**src/rtl/alu_pkg.sv**
```systemverilog
// ============================================================================
// alu_pkg : opcode constants and FSM state encoding shared by the alu_seq block
// Revision: 1.0
// ============================================================================
`default_nettype none

package alu_pkg;

  localparam logic [2:0] ALU_LOAD = 3'b000;
  localparam logic [2:0] ALU_AND  = 3'b001;
  localparam logic [2:0] ALU_OR   = 3'b010;
  localparam logic [2:0] ALU_DIV  = 3'b011;
  localparam logic [2:0] ALU_ADD  = 3'b101;
  localparam logic [2:0] ALU_SUB  = 3'b110;
  localparam logic [2:0] ALU_MUL  = 3'b111;

  typedef enum logic [1:0] {
    IDLE = 2'b00,
    EXEC = 2'b01,
    DONE = 2'b10
  } state_t;

endpackage

`default_nettype wire

```
**src/rtl/alu_iter_unit.sv**
```systemverilog
// ============================================================================
// alu_iter_unit : one-bit-per-cycle shift-add multiplier; restoring divider
//                 added when ALU_DIV_EN is defined. WIDTH iterations per op.
// Revision: 1.0
// ============================================================================
`default_nettype none

module alu_iter_unit #(
  parameter int WIDTH = 8
) (
  input  logic             clk,
  input  logic             reset,
  input  logic             start,
`ifdef ALU_DIV_EN
  input  logic             is_div,
`endif
  input  logic [WIDTH-1:0] op_a,
  input  logic [WIDTH-1:0] op_b,
  output logic             last,
  output logic [WIDTH-1:0] res,
  output logic             res_carry
);

  localparam int CW = (WIDTH > 1) ? $clog2(WIDTH) : 1;
  localparam logic [CW-1:0] CNT_ONE  = CW'(1);
  localparam logic [CW-1:0] CNT_LAST = CW'(WIDTH - 1);

  logic             busy;
  logic [CW-1:0]    cnt;
  logic [WIDTH-1:0] hi;
  logic [WIDTH-1:0] lo;
  logic [WIDTH-1:0] opd;
  logic [WIDTH:0]   sum;
  logic [WIDTH-1:0] nxt_hi;
  logic [WIDTH-1:0] nxt_lo;
  logic             carry_n;
`ifdef ALU_DIV_EN
  logic             div_q;
  logic [WIDTH:0]   trial;
`endif

  // hi:lo is the running product (mul) or remainder:quotient (div)
  always_comb begin
    sum     = {1'b0, hi} + {1'b0, opd & {WIDTH{lo[0]}}};
    nxt_hi  = sum[WIDTH:1];
    nxt_lo  = {sum[0], lo[WIDTH-1:1]};
    carry_n = |sum[WIDTH:1];
`ifdef ALU_DIV_EN
    trial   = {hi, lo[WIDTH-1]} - {1'b0, opd};
    if (div_q) begin
      nxt_hi  = trial[WIDTH] ? {hi[WIDTH-2:0], lo[WIDTH-1]} : trial[WIDTH-1:0];
      nxt_lo  = {lo[WIDTH-2:0], ~trial[WIDTH]};
      carry_n = (opd == '0);
    end
`endif
    res       = nxt_lo;
    res_carry = carry_n;
    last      = busy && (cnt == CNT_LAST);
  end

  always_ff @(posedge clk or posedge reset) begin
    if (reset) begin
      busy <= 1'b0;
      cnt  <= '0;
      hi   <= '0;
      lo   <= '0;
      opd  <= '0;
`ifdef ALU_DIV_EN
      div_q <= 1'b0;
`endif
    end else if (start) begin
      busy <= 1'b1;
      cnt  <= '0;
      hi   <= '0;
`ifdef ALU_DIV_EN
      div_q <= is_div;
      lo    <= is_div ? op_a : op_b;
      opd   <= is_div ? op_b : op_a;
`else
      lo  <= op_b;
      opd <= op_a;
`endif
    end else if (busy) begin
      hi  <= nxt_hi;
      lo  <= nxt_lo;
      cnt <= cnt + CNT_ONE;
      if (cnt == CNT_LAST) busy <= 1'b0;
    end
  end

endmodule

`default_nettype wire

```
**src/rtl/alu_seq.sv**
```systemverilog
// ============================================================================
// alu_seq : registered ALU with valid/ready handshake, zero/carry flags and an
//           iterative multiplier. Define ALU_DIV_EN to enable opcode 011 DIV.
// Revision: 1.0
// ============================================================================
`default_nettype none

module alu_seq
  import alu_pkg::*;
#(
  parameter int WIDTH = 8
) (
  input  logic             clk,
  input  logic             reset,
  input  logic             in_valid,
  output logic             in_ready,
  input  logic [2:0]       Control,
  input  logic [WIDTH-1:0] SrcA,
  input  logic [WIDTH-1:0] SrcB,
  output logic             out_valid,
  input  logic             out_ready,
  output logic [WIDTH-1:0] result,
  output logic             zero,
  output logic             carry
);

  state_t           state;
  logic [WIDTH-1:0] sc_res;
  logic             sc_carry;
  logic [WIDTH:0]   ext;
  logic             is_iter;
  logic             iter_start;
  logic             iter_last;
  logic [WIDTH-1:0] iter_res;
  logic             iter_carry;

  assign in_ready  = (state == IDLE);
  assign out_valid = (state == DONE);

`ifdef ALU_DIV_EN
  assign is_iter = (Control == ALU_MUL) || (Control == ALU_DIV);
`else
  assign is_iter = (Control == ALU_MUL);
`endif
  assign iter_start = (state == IDLE) && in_valid && is_iter;

  // Single-cycle ops; reserved opcodes fall through to result 0, carry 0
  always_comb begin
    sc_res   = '0;
    sc_carry = 1'b0;
    ext      = '0;
    case (Control)
      ALU_LOAD: sc_res = SrcB;
      ALU_AND:  sc_res = SrcA & SrcB;
      ALU_OR:   sc_res = SrcA | SrcB;
      ALU_ADD: begin
        ext      = {1'b0, SrcA} + {1'b0, SrcB};
        sc_res   = ext[WIDTH-1:0];
        sc_carry = ext[WIDTH];
      end
      ALU_SUB: begin
        ext      = {1'b0, SrcA} - {1'b0, SrcB};
        sc_res   = ext[WIDTH-1:0];
        sc_carry = ext[WIDTH];
      end
      default: ;
    endcase
  end

  alu_iter_unit #(
    .WIDTH(WIDTH)
  ) u_iter (
    .clk      (clk),
    .reset    (reset),
    .start    (iter_start),
`ifdef ALU_DIV_EN
    .is_div   (Control == ALU_DIV),
`endif
    .op_a     (SrcA),
    .op_b     (SrcB),
    .last     (iter_last),
    .res      (iter_res),
    .res_carry(iter_carry)
  );

  always_ff @(posedge clk or posedge reset) begin
    if (reset) begin
      state  <= IDLE;
      result <= '0;
      zero   <= 1'b0;
      carry  <= 1'b0;
    end else begin
      case (state)
        IDLE: begin
          if (in_valid) begin
            if (is_iter) begin
              state <= EXEC;
            end else begin
              state  <= DONE;
              result <= sc_res;
              zero   <= (sc_res == '0);
              carry  <= sc_carry;
            end
          end
        end
        EXEC: begin
          // iter_res is the value the final iteration produces on this edge
          if (iter_last) begin
            state  <= DONE;
            result <= iter_res;
            zero   <= (iter_res == '0);
            carry  <= iter_carry;
          end
        end
        DONE: begin
          if (out_ready) state <= IDLE;
        end
        default: state <= IDLE;
      endcase
    end
  end

endmodule

`default_nettype wire

```
**config.mk**
```make
export PLATFORM = sky130hd
export DESIGN_NAME = alu_seq
export DESIGN_NICKNAME = d
export VERILOG_FILES = /design/src/rtl/alu_pkg.sv /design/src/rtl/alu_iter_unit.sv /design/src/rtl/alu_seq.sv
export SDC_FILE = /design/constraint.sdc
export NUM_CORES = 1
export LEC_CHECK = 0
export CAP_MARGIN = 10
export CORE_MARGIN = 2
export CORE_UTILIZATION = 50
export DETAILED_ROUTE_END_ITERATION = 7
export PLACE_DENSITY = 0.71
export SLEW_MARGIN = 25
export SYNTH_ARGS = -nofsm -noshare
export SYNTH_HDL_FRONTEND = slang
export SYNTH_SLANG_ARGS = --single-unit
```
**constraint.sdc**
```tcl
create_clock -name clk -period 2.5 [get_ports clk]
set_clock_uncertainty 0.2 [all_clocks]
set_input_delay 0.375 -clock clk [delete_from_list [all_inputs] [get_ports clk]]
set_output_delay 0.375 -clock clk [all_outputs]
set_load 0.1 [all_outputs]
```
==> flow_metrics.py <==
metrics = {
    "floorplan": {
        "die_w_um": 87.45,
        "io_pins": 35,
        "start_util": 0.5154,
        "dieArea_mm2": 0.007648,
        "core_region_area_mm2": 0.006756,
        "rows": 30,
        "die_h_um": 87.45,
    },
    "clock_tree": {
        "cts_tree": "yes",
        "cts_buffers": 5,
        "cts.sinks": 40,
        "cts_buffer_depth": 2,
        "cts.reportedPaths.clkPinSlew_ns": 0.08,
        "ctsHoldBuffers": 0,
        "cts_max_level": 2,
        "clk_latency_ns": 0.29,
        "cts-root-buf": "clkbuf_8",
    },
    "timing": {
        "setup-violations-final": 3,
        "worst_slack_ns": -0.2594,
        "hold_viol_final": 0,
        "min_period_ns": 2.759,
        "finalCritPeriodShare": 1.104,
        "tns_ns": -0.3370,
        "maxSlewHeadroom": 0.6652,
        "fmax_ghz": 0.3624,
        "rsz0062_at_grt": "yes",
        "slew_violations": 0,
        "worst_pin_slew_ns": 0.5022,
    },
    "synth": {
        "avgSynthCellArea_um2": 8.662,
        "syn-num-nets": 466,
        "yosys_warnings": 0,
        "ys_ff_latch": 40,
        "synthTopCellsByArea": "dfrtp_1 29%, ha_1 14%, mux2i_1 5.2%",
        "async_flop_share": 1.000,
        "synthCells": 402,
        "netlist_area_mm2": 0.003482,
        "synth_cell_types": 68,
        "synth_edf_count": 0,
        "yosysMostFrequentCell": "nand2_1",
        "ys_top_cells_by_count": "42 x nand2_1, 40 x dfrtp_1, 38 x ha_1",
        "synth_flop_cell": "dfrtp_1",
        "synth_top_area_share": 0.2875,
        "ys_seq_area_frac": 0.2875,
        "yosysTopAreaCell": "dfrtp_1",
    },
    "place": {
        "dpl-instance-area_mm2": 0.004601,
        "gp_congestion": 0.9084,
        "place_hpwl_mm": 7.788,
        "io_buffers": 34,
    },
    "finish": {
        "postLayoutCoreUtil": 0.7726,
        "nets": 609,
        "diodes": 0,
        "post_route_cells_drive_above_1_share": 0.4432,
        "syn_to_final_growth_pct": 49.91,
        "postLayoutCellArea_mm2": 0.005220,
    },
    "global_routing": {
        "grt_usage": 0.2837,
        "grt_max_degree": 41,
        "antenna_found_initial": 0,
        "grt_overflow": 0,
        "grt_pass1_vias": 3498,
        "grt_pass1_wl_mm": 16.99,
    },
    "routing": {
        "dr.first_iter.drc_count": 287,
        "vias": 3698,
        "final_antenna_net_count": 0,
        "wl_mm": 11.02,
        "drc": 0,
        "first_pass_iters": 5,
        "wl_per_cell_um": 17.61,
        "via_per_inst": 5.907,
    },
    "critical_path": {
        "endpoint_kind": "flop",
        "worstSetupPathType": "reg2reg",
        "crit_path_start_kind": "flop",
        "required_ns": 2.47,
        "reg2reg_slack_ns": -0.26,
        "cp.arrival_ns": 2.73,
        "critPathMaxFanout": 6,
    },
    "power": {
        "p_leak_nw": 2.454,
        "p_per_area_mw_per_mm2": 863.3,
        "combPwrFrac": 0.625,
        "vdd_drop_max_mv": 0.3529,
        "clkPwrFrac": 0.116,
        "power_frac_seq": 0.259,
        "switching_share": 0.4727,
        "netSwitchingPower_w": 0.002130,
        "p_total_w": 0.004507,
        "p_int_w": 0.002376,
    },
    "hold_path": {
        "worstHoldPathType": "in2reg",
    },
    "outcome": {
        "status": "finished with violations",
        "violations": "setup timing",
    },
    "job": {
        "cap_violations": 0,
    },
}
-- per-layer routing --
metal | vias to the layer above | wire length (um) | GRT usage
met1 | 1765 | 4571 | 0.3706
met5 | - | 0 | 0
met3 | 32 | 725 | 0.03033
met4 | 0 | 329 | 0.1049
met2 | 173 | 5396 | 0.4821
li1 | 1728 | - | -
-- layout by cell type (no fill, tap or decap), types with 4 or more instances in the layout --
master | synthesis | final
buf_6 | 5 | 17
dfrtp_1 | 40 | 39
inv_1 | 35 | 21
ha_1 | 38 | 18
o21ai_1 | 4 | 7
xnor2_1 | 6 | 6
ha_4 | 0 | 14
mux2i_1 | 18 | 17
ha_2 | 0 | 6
inv_2 | 2 | 13
clkdlybuf4s50_1 | 0 | 8
o21ai_0 | 36 | 31
o21bai_1 | 7 | 4
buf_4 | 1 | 123
o21a_1 | 4 | 4
nor2_1 | 30 | 27
a221oi_2 | 2 | 5
clkbuf_8 | 0 | 5
o22ai_1 | 8 | 8
nand2_1 | 42 | 42
a21oi_2 | 3 | 7
a21oi_1 | 18 | 14
and2_1 | 8 | 7
-- sequential cells by signal (all words and copies together), names as in the netlist --
register	flops
result	8
u_iter.cnt	3
zero	1
carry	1
u_iter.busy	1
u_iter.hi	8
state	2
u_iter.opd	8
u_iter.lo	8
-- power groups by stage --
| stage | logic (W) | registers [W] | clock network [W] |
|---|---|---|---|
| finish | 0.00282 | 0.00117 | 0.000523 |
| global route | 0.00300 | 0.00121 | 0.000557 |
| CTS | 0.00264 | 0.00115 | 0.000533 |
| detailed placement | 0.00254 | 0.00116 | 0 |
| global placement | 0.00247 | 0.00115 | 0 |
| floorplan | 0.00123 | 0.00166 | 0 |
-- cell type report --
type / instances / area, um2
clock buffer: 6 / 72.57
multi-input combinational: 305 / 2575
clock inverter: 2 / 35.03
sequential: 40 / 1002
tap: 80 / 100.1
fill: 454 / 1536
timing repair buffer: 154 / 1269
inverter: 39 / 166.4
-- cells by family after synthesis --
family	after synthesis	share of synthesized area
AOI/OAI and AO/OA	121	0.2397
and+or+nand+nor	117	0.1631
buffers and inverters	57	0.08408
adders and majority gates	41	0.1538
DFF	40	0.2875
muxes	18	0.05174
xor gates and xnor gates	8	0.02012
-- stage by stage --
step	std cells	hold WS, ns	worst slack, ns
global placement	606	0.2569	-0.6785
finish	626	0.2380	-0.2594
CTS	623	0.2347	-0.3388
detailed placement	606	0.2647	-0.7779
global route	626	0.2385	-0.4069
floorplan	402	0.2418	-0.1134
-- critical path: stages (launching register included) --
cell	delay, ns
dfrtp_2	0.45
and2_4	0.16
ha_4	0.16
inv_2	0.06
fa_2	0.21
nor2b_1	0.05
o21ai_2	0.14
a21boi_2	0.08
buf_4	0.15
o311a_4	0.31
o21a_1	0.21
nor4_2	0.25
buf_4	0.16
a211oi_2	0.05
-- worst paths after layout --
kind                          startpoint             to  cells after the start
min in group asynchronous          reset          carry                      3
hold / removal                   SrcB[3]   u_iter.lo[3]                      4
hold reg to reg            u_iter.opd[7]  u_iter.opd[7]                      2
setup / recovery            u_iter.lo[0]          carry                     13
setup reg to reg            u_iter.lo[0]          carry                     13
max in group asynchronous          reset   u_iter.lo[0]                      3
-- what timing repair did --
action                     CTS  global route
buffers inserted            11             4
setup endpoints to repair   11             9
pin swaps                   31            26
gates resized for setup    103            50
Note: power is estimated with default switching activity, not from simulation.
==> edit 1 (config.mk and constraints unchanged) <==
Make the reset (`reset`) synchronous in 2 clocked blocks.
--- a/src/rtl/alu_iter_unit.sv
+++ b/src/rtl/alu_iter_unit.sv
@@ -60,3 +60,3 @@
 
-  always_ff @(posedge clk or posedge reset) begin
+  always_ff @(posedge clk) begin
     if (reset) begin
--- a/src/rtl/alu_seq.sv
+++ b/src/rtl/alu_seq.sv
@@ -85,3 +85,3 @@
 
-  always_ff @(posedge clk or posedge reset) begin
+  always_ff @(posedge clk) begin
     if (reset) begin
Check against the original RTL: differs if reset is asserted again (counterexample within 4 cycles, from zero or initial values and one cycle with reset high); with reset held inactive, the same outputs for 10 cycles.
==> edit 1 against the unedited design <==
The run still ends with setup timing left. First-iteration DRC count up 14%. Design area down 2.2%. Sequential cell count unchanged. Critical path depth down 3. Worst hold slack better by 0.017 ns. Final cell count up 0.48%. Area after synthesis down 3.5%. Utilization up 2.2 points. Worst setup slack better by 0.15 ns. Wire length up 5.2%.
Power is not compared: it rests on default switching activity, and its combinational part moved more than twofold at a synthesized area within 25%.
==> edit 1: results <==
metrics = {
    "clock_network": {
        "root_buffer": "clkbuf_8",
        "insertion_delay_ns": 0.31,
        "cts_buffer_depth": 2,
        "h-tree-depth": 2,
        "cts_made_buffers": 5,
        "path_clk_slew_ns": 0.08,
    },
    "run_status": {
        "outcome": "complete, but fails checks",
        "violations": "setup timing",
    },
    "worst_setup_path": {
        "arrival_ns": 2.61,
        "cpPeakStageDelay_ns": 0.35,
        "crit_fanout": 2,
        "cpMaxStageDelayCell": "fa_2",
    },
    "synthesis": {
        "avgSynthCellArea_sq_um": 8.118,
        "async_reset_ff_frac": 0,
        "synth-main-ff-cell": "dfxtp_1",
        "synth-compound-area-share": 0.2506,
        "yosys-top-cells-count": "dfxtp_1 (40), nand2_1 (39), ha_1 (38), inv_1 (35), a21oi_1 (33)",
        "syn_nets": 478,
        "seq_area_frac_synth": 0.2383,
        "synth-adder-area-share": 0.1593,
        "synthMuxAreaShare": 0.05101,
        "synth_xor_xnor_area_share": 0.01564,
        "synth_warnings": 0,
        "synth.distinct_cells": 65,
        "synth.area.top_cells": "dfxtp_1 (24%), ha_1 (14%), a21oi_1 (4.9%)",
    },
    "place": {
        "hpwl_um": 8159,
        "place_congestion": 0.9208,
        "place_worst_setup_slack_ns": -0.7844,
        "io_buffers": 34,
        "placedCellCount": 600,
    },
    "routing": {
        "drt_iter0_drc": 328,
        "dr.pass1.iters": 6,
        "wire_per_inst_um": 18.44,
        "routed_via_density": 5.944,
    },
    "cells_and_area": {
        "drive_above_1_share": 0.4185,
        "fill_cells": 435,
        "fin_cells": 629,
        "final_nets": 615,
        "n_antenna_cell": 0,
    },
    "sta": {
        "worstMarginPinSlew_ns": 0.4423,
        "tns_ns": -0.1131,
        "setup_viol": 1,
        "setup_slack_ns": -0.1131,
    },
    "global_routing": {
        "grt_max_degree": 26,
        "grt_pass1_vias": 3624,
        "antenna_found_initial": 0,
        "grt_use_total": 0.3053,
        "grt_pass1_wl_um": 17800,
    },
    "power": {
        "p_leak_uw": 0.002231,
        "ir_worst_vdd_mv": 0.4483,
    },
    "hold_path": {
        "hold_class": "flip-flop to flip-flop",
    },
}
==> edit 1: cell types whose count changed after synthesis, sizes merged, moves of 5 or more <==
cell,unedited run,this run
dfrtp,40,0
nor2b,3,8
a21oi,21,34
nand2b,2,8
nand3,3,9
a211oi,3,12
a21o,2,8
o21ai,40,12
dfxtp,0,40
o22ai,8,0
==> edit 1: worst max-delay path: cells and delay by family (launching register included) <==
family	cells	cell delay [ns]
xor gates and xnor gates	1	0.24
DFF	1	0.33
AOI/OAI and AO/OA	1	0.25
buffers and inverters	2	0.27
and+or+nand+nor	4	0.71
adders and majority gates	2	0.51
==> edit 1: routing by layer <==
metal,up-vias,track usage,wire [um]
li1,1774,-,-
met1,1755,0.4125,5003
met2,173,0.5046,5389
met3,37,0.04042,802
met4,0,0.09524,402
met5,-,0,0
==> edit 1: per-stage QoR <==
stage | cell area [sq um] | utilization
floorplan | 3408 | -
global placement | 4403 | 0.6856
detailed placement | 4403 | 0.6856
CTS | 4957 | 0.7719
global route | 5106 | 0.7951
finish | 5106 | 0.7951
==> edit 1: where the power goes <==
| group | switching [uW] | leakage, uW | internal (uW) | total (uW) |
|---|---|---|---|---|
| Clock | 247 | 0.0000541 | 295 | 542 |
| Sequential | 21.2 | 0.000325 | 661 | 682 |
| Combinational | 447 | 0.00185 | 352 | 799 |
==> edit 1: worst paths after layout <==
check | startpoint | to | slack [ns] | cells past startpoint
max reg2reg | u_iter.opd[0] | carry | -0.11 | 10
min reg2reg | u_iter.opd[7] | u_iter.opd[7] | 0.26 | 2
max | u_iter.opd[0] | carry | -0.11 | 10
min | u_iter.opd[7] | u_iter.opd[7] | 0.26 | 2
==> edit 1: repair_timing <==
item                                    in CTS  in global routing
buffers inserted                            17                  7
pin swaps                                   36                 22
resized for setup                          116                 27
endpoints found under the setup margin      11                  9
hold endpoints to repair                     0                  0
==> edit 1: final cells by class <==
type                       count  area, sq um  share of cell area
sequential                    40        803.3              0.1573
clock inverter                 3        42.54            0.008331
multi-input combinational    317         2746              0.5379
timing repair buffer         152         1215              0.2379
clock buffer                   5        68.82             0.01348
inverter                      35        133.9             0.02622
tap                           77        96.34             0.01887
==> edit 1: cells by family (layout without fill, tap and decap cells) <==
logic type                 after synthesis  count (layout)
xor gates and xnor gates                 6               6
muxes                                   17              17
adders and majority gates               41              41
buffers and inverters                   57             195
DFF                                     40              40
and+or+nand+nor                        136             136
AOI/OAI and AO/OA                      117             117
==> edit 2 (config.mk and constraints unchanged) <==
Without the edit above. `WIDTH` is set to 8 in 2 places; all go to 16.
--- a/src/rtl/alu_iter_unit.sv
+++ b/src/rtl/alu_iter_unit.sv
@@ -8,3 +8,3 @@
 module alu_iter_unit #(
-  parameter int WIDTH = 8
+  parameter int WIDTH = 16
 ) (
--- a/src/rtl/alu_seq.sv
+++ b/src/rtl/alu_seq.sv
@@ -10,3 +10,3 @@
 #(
-  parameter int WIDTH = 8
+  parameter int WIDTH = 16
 ) (
Interface: changed (resized SrcA, SrcB and result); port bits go from 35 to 59. No check against the original RTL was run, so the function may have changed too.
==> edit 2 against the unedited design <==
The run still ends with setup timing left. Sequential share of layout area decreased by 2.1 points. Area after synthesis grew 89%. Clock power rose to 2.7 times the old value. Global-route usage up 8.7 points. Worst setup slack worse by 0.89 ns. Design area is 100% higher. Sequential cell count increased by 33. Via count rose by 110%. Wire length grew 140%. Power is 130% higher. Largest cell class unchanged. Highest routed layer unchanged.
==> edit 2: results <==
metrics = {
    "sta": {
        "setup_viol": 23,
        "slew-limit-headroom": 0.5658,
        "setup_slack_ns": -1.153,
    },
    "routing": {
        "drt_iter0_drc": 828,
        "wl_um": 26880,
        "routed_via_density": 6.012,
    },
    "global_routing": {
        "grt_pass1_wl_um": 41320,
        "grt_pass1_vias": 7765,
        "grt_max_degree": 39,
        "grt_use_total": 0.3706,
    },
    "hold_path": {
        "hold_class": "input pin to asynchronous set/reset pin",
    },
    "worst_setup_path": {
        "rr_worst_depth": 15,
        "cpPeakStageDelay_ns": 0.47,
        "cpLargestDelayFamily": "compound AO/OA/AOI/OAI gates",
        "regToRegEndpoint": "carry",
        "arrival_ns": 3.68,
        "r2r-start": "u_iter.lo[0]",
        "crit_fanout": 5,
    },
    "synthesis": {
        "synth_xor_xnor_area_share": 0.03317,
        "seq_area_frac_synth": 0.2783,
        "synth.area.top_cells": "dfrtp_1 (28%), ha_1 (13%), mux2i_1 (5.2%)",
        "yosys-top-cells-count": "nand2_1 (87), nor2_1 (76), dfrtp_1 (73), ha_1 (70), o21ai_0 (63)",
        "synth-compound-area-share": 0.2362,
        "synth.distinct_cells": 77,
        "netlist_instances": 800,
        "synth-adder-area-share": 0.1426,
        "synthMuxAreaShare": 0.05528,
    },
    "power": {
        "ir_worst_vdd_mv": 0.9954,
        "p_leak_uw": 0.004970,
        "p_int_uw": 5374,
    },
    "place": {
        "io_buffers": 58,
        "place_congestion": 1.013,
        "dpl_cell_area_sq_um": 9163,
        "placedCellCount": 1235,
        "hpwl_um": 19050,
    },
    "cells_and_area": {
        "drive_above_1_share": 0.4599,
        "final_nets": 1216,
        "fin_cells": 1281,
    },
    "clock_network": {
        "root_buffer": "clkbuf_16",
        "h-tree-depth": 3,
        "cts_made_buffers": 9,
        "insertion_delay_ns": 0.35,
    },
    "run_status": {
        "outcome": "complete, but fails checks",
        "violations": "setup timing",
    },
}
## edit 2: cell types whose count changed after synthesis, sizes merged, moves of 25 or more
cell	before	now
nand2	43	88
nor2	32	76
dfrtp	40	73
ha	38	70
o21ai	40	68
clkbuf	8	33
## edit 2: cell families after synthesis
| kind of cell | count (synthesis) |
|---|---|
| XOR/XNOR | 24 |
| AND/OR/NAND/NOR | 272 |
| buffers and inverters | 96 |
| AO/OA/AOI/OAI | 226 |
| adder cells (fa/ha/maj) | 73 |
| multiplexers | 36 |
| flip-flops | 73 |
## edit 2: power groups by stage
stage	clock [uW]	sequential, uW	combinational (uW)
6_report	1430	2240	6540
5_1_grt	1490	2280	6910
4_1_cts	1420	2200	6040
3_5_place_dp	0	2190	5560
3_3_place_gp	0	2150	5350
2_1_floorplan	0	3100	2620
## edit 2: how the worst max path moves through the flow
stage | startpoint | end | slack (ns) | cells after the start
3_5_place_dp | SrcA[0] | zero | -1.68 | 15
3_3_place_gp | SrcA[0] | zero | -1.51 | 15
6_report | u_iter.lo[0] | carry | -1.15 | 15
5_1_grt | u_iter.lo[0] | carry | -1.21 | 15
4_1_cts | u_iter.lo[0] | u_iter.hi[15] | -1.04 | 15
2_1_floorplan | u_iter.lo[0] | carry | -0.80 | 13
## edit 2: stage by stage
step | TNS [ns] | hold WS [ns] | utilization | setup WS [ns]
floorplan | -4.478 | 0.2418 | - | -0.8017
global placement | -23.09 | 0.2602 | 0.7202 | -1.507
detailed placement | -25.05 | 0.2640 | 0.7202 | -1.679
CTS | -9.703 | 0.1626 | 0.8143 | -1.045
global route | -13.33 | 0.1913 | 0.8402 | -1.214
finish | -11.79 | 0.1521 | 0.8402 | -1.153
## edit 2: final cells by class
type | instances | area (sq um)
Tap cell | 172 | 215.2
Timing Repair Buffer | 331 | 2686
Sequential cell | 73 | 1829
Clock buffer | 9 | 225.2
Fill cell | 726 | 2033
Clock inverter | 7 | 101.3
Multi-Input combinational cell | 631 | 5383
Inverter | 58 | 249.0
## edit 2: layer usage
| layer | part of all wire | track usage | vias to the layer above |
|---|---|---|---|
| met1 | 0.41 | 0.4945 | 3670 |
| met5 | 0 | 0 | - |
| met2 | 0.47 | 0.5959 | 454 |
| met4 | 0.046 | 0.1585 | 0 |
| met3 | 0.077 | 0.05792 | 107 |
| li1 | - | - | 3471 |
## edit 2: repair_timing
| item | in CTS | in global routing |
|---|---|---|
| resized for setup | 241 | 63 |
| buffers inserted | 27 | 14 |
| setup endpoints to repair | 27 | 27 |
| pin swaps | 82 | 60 |
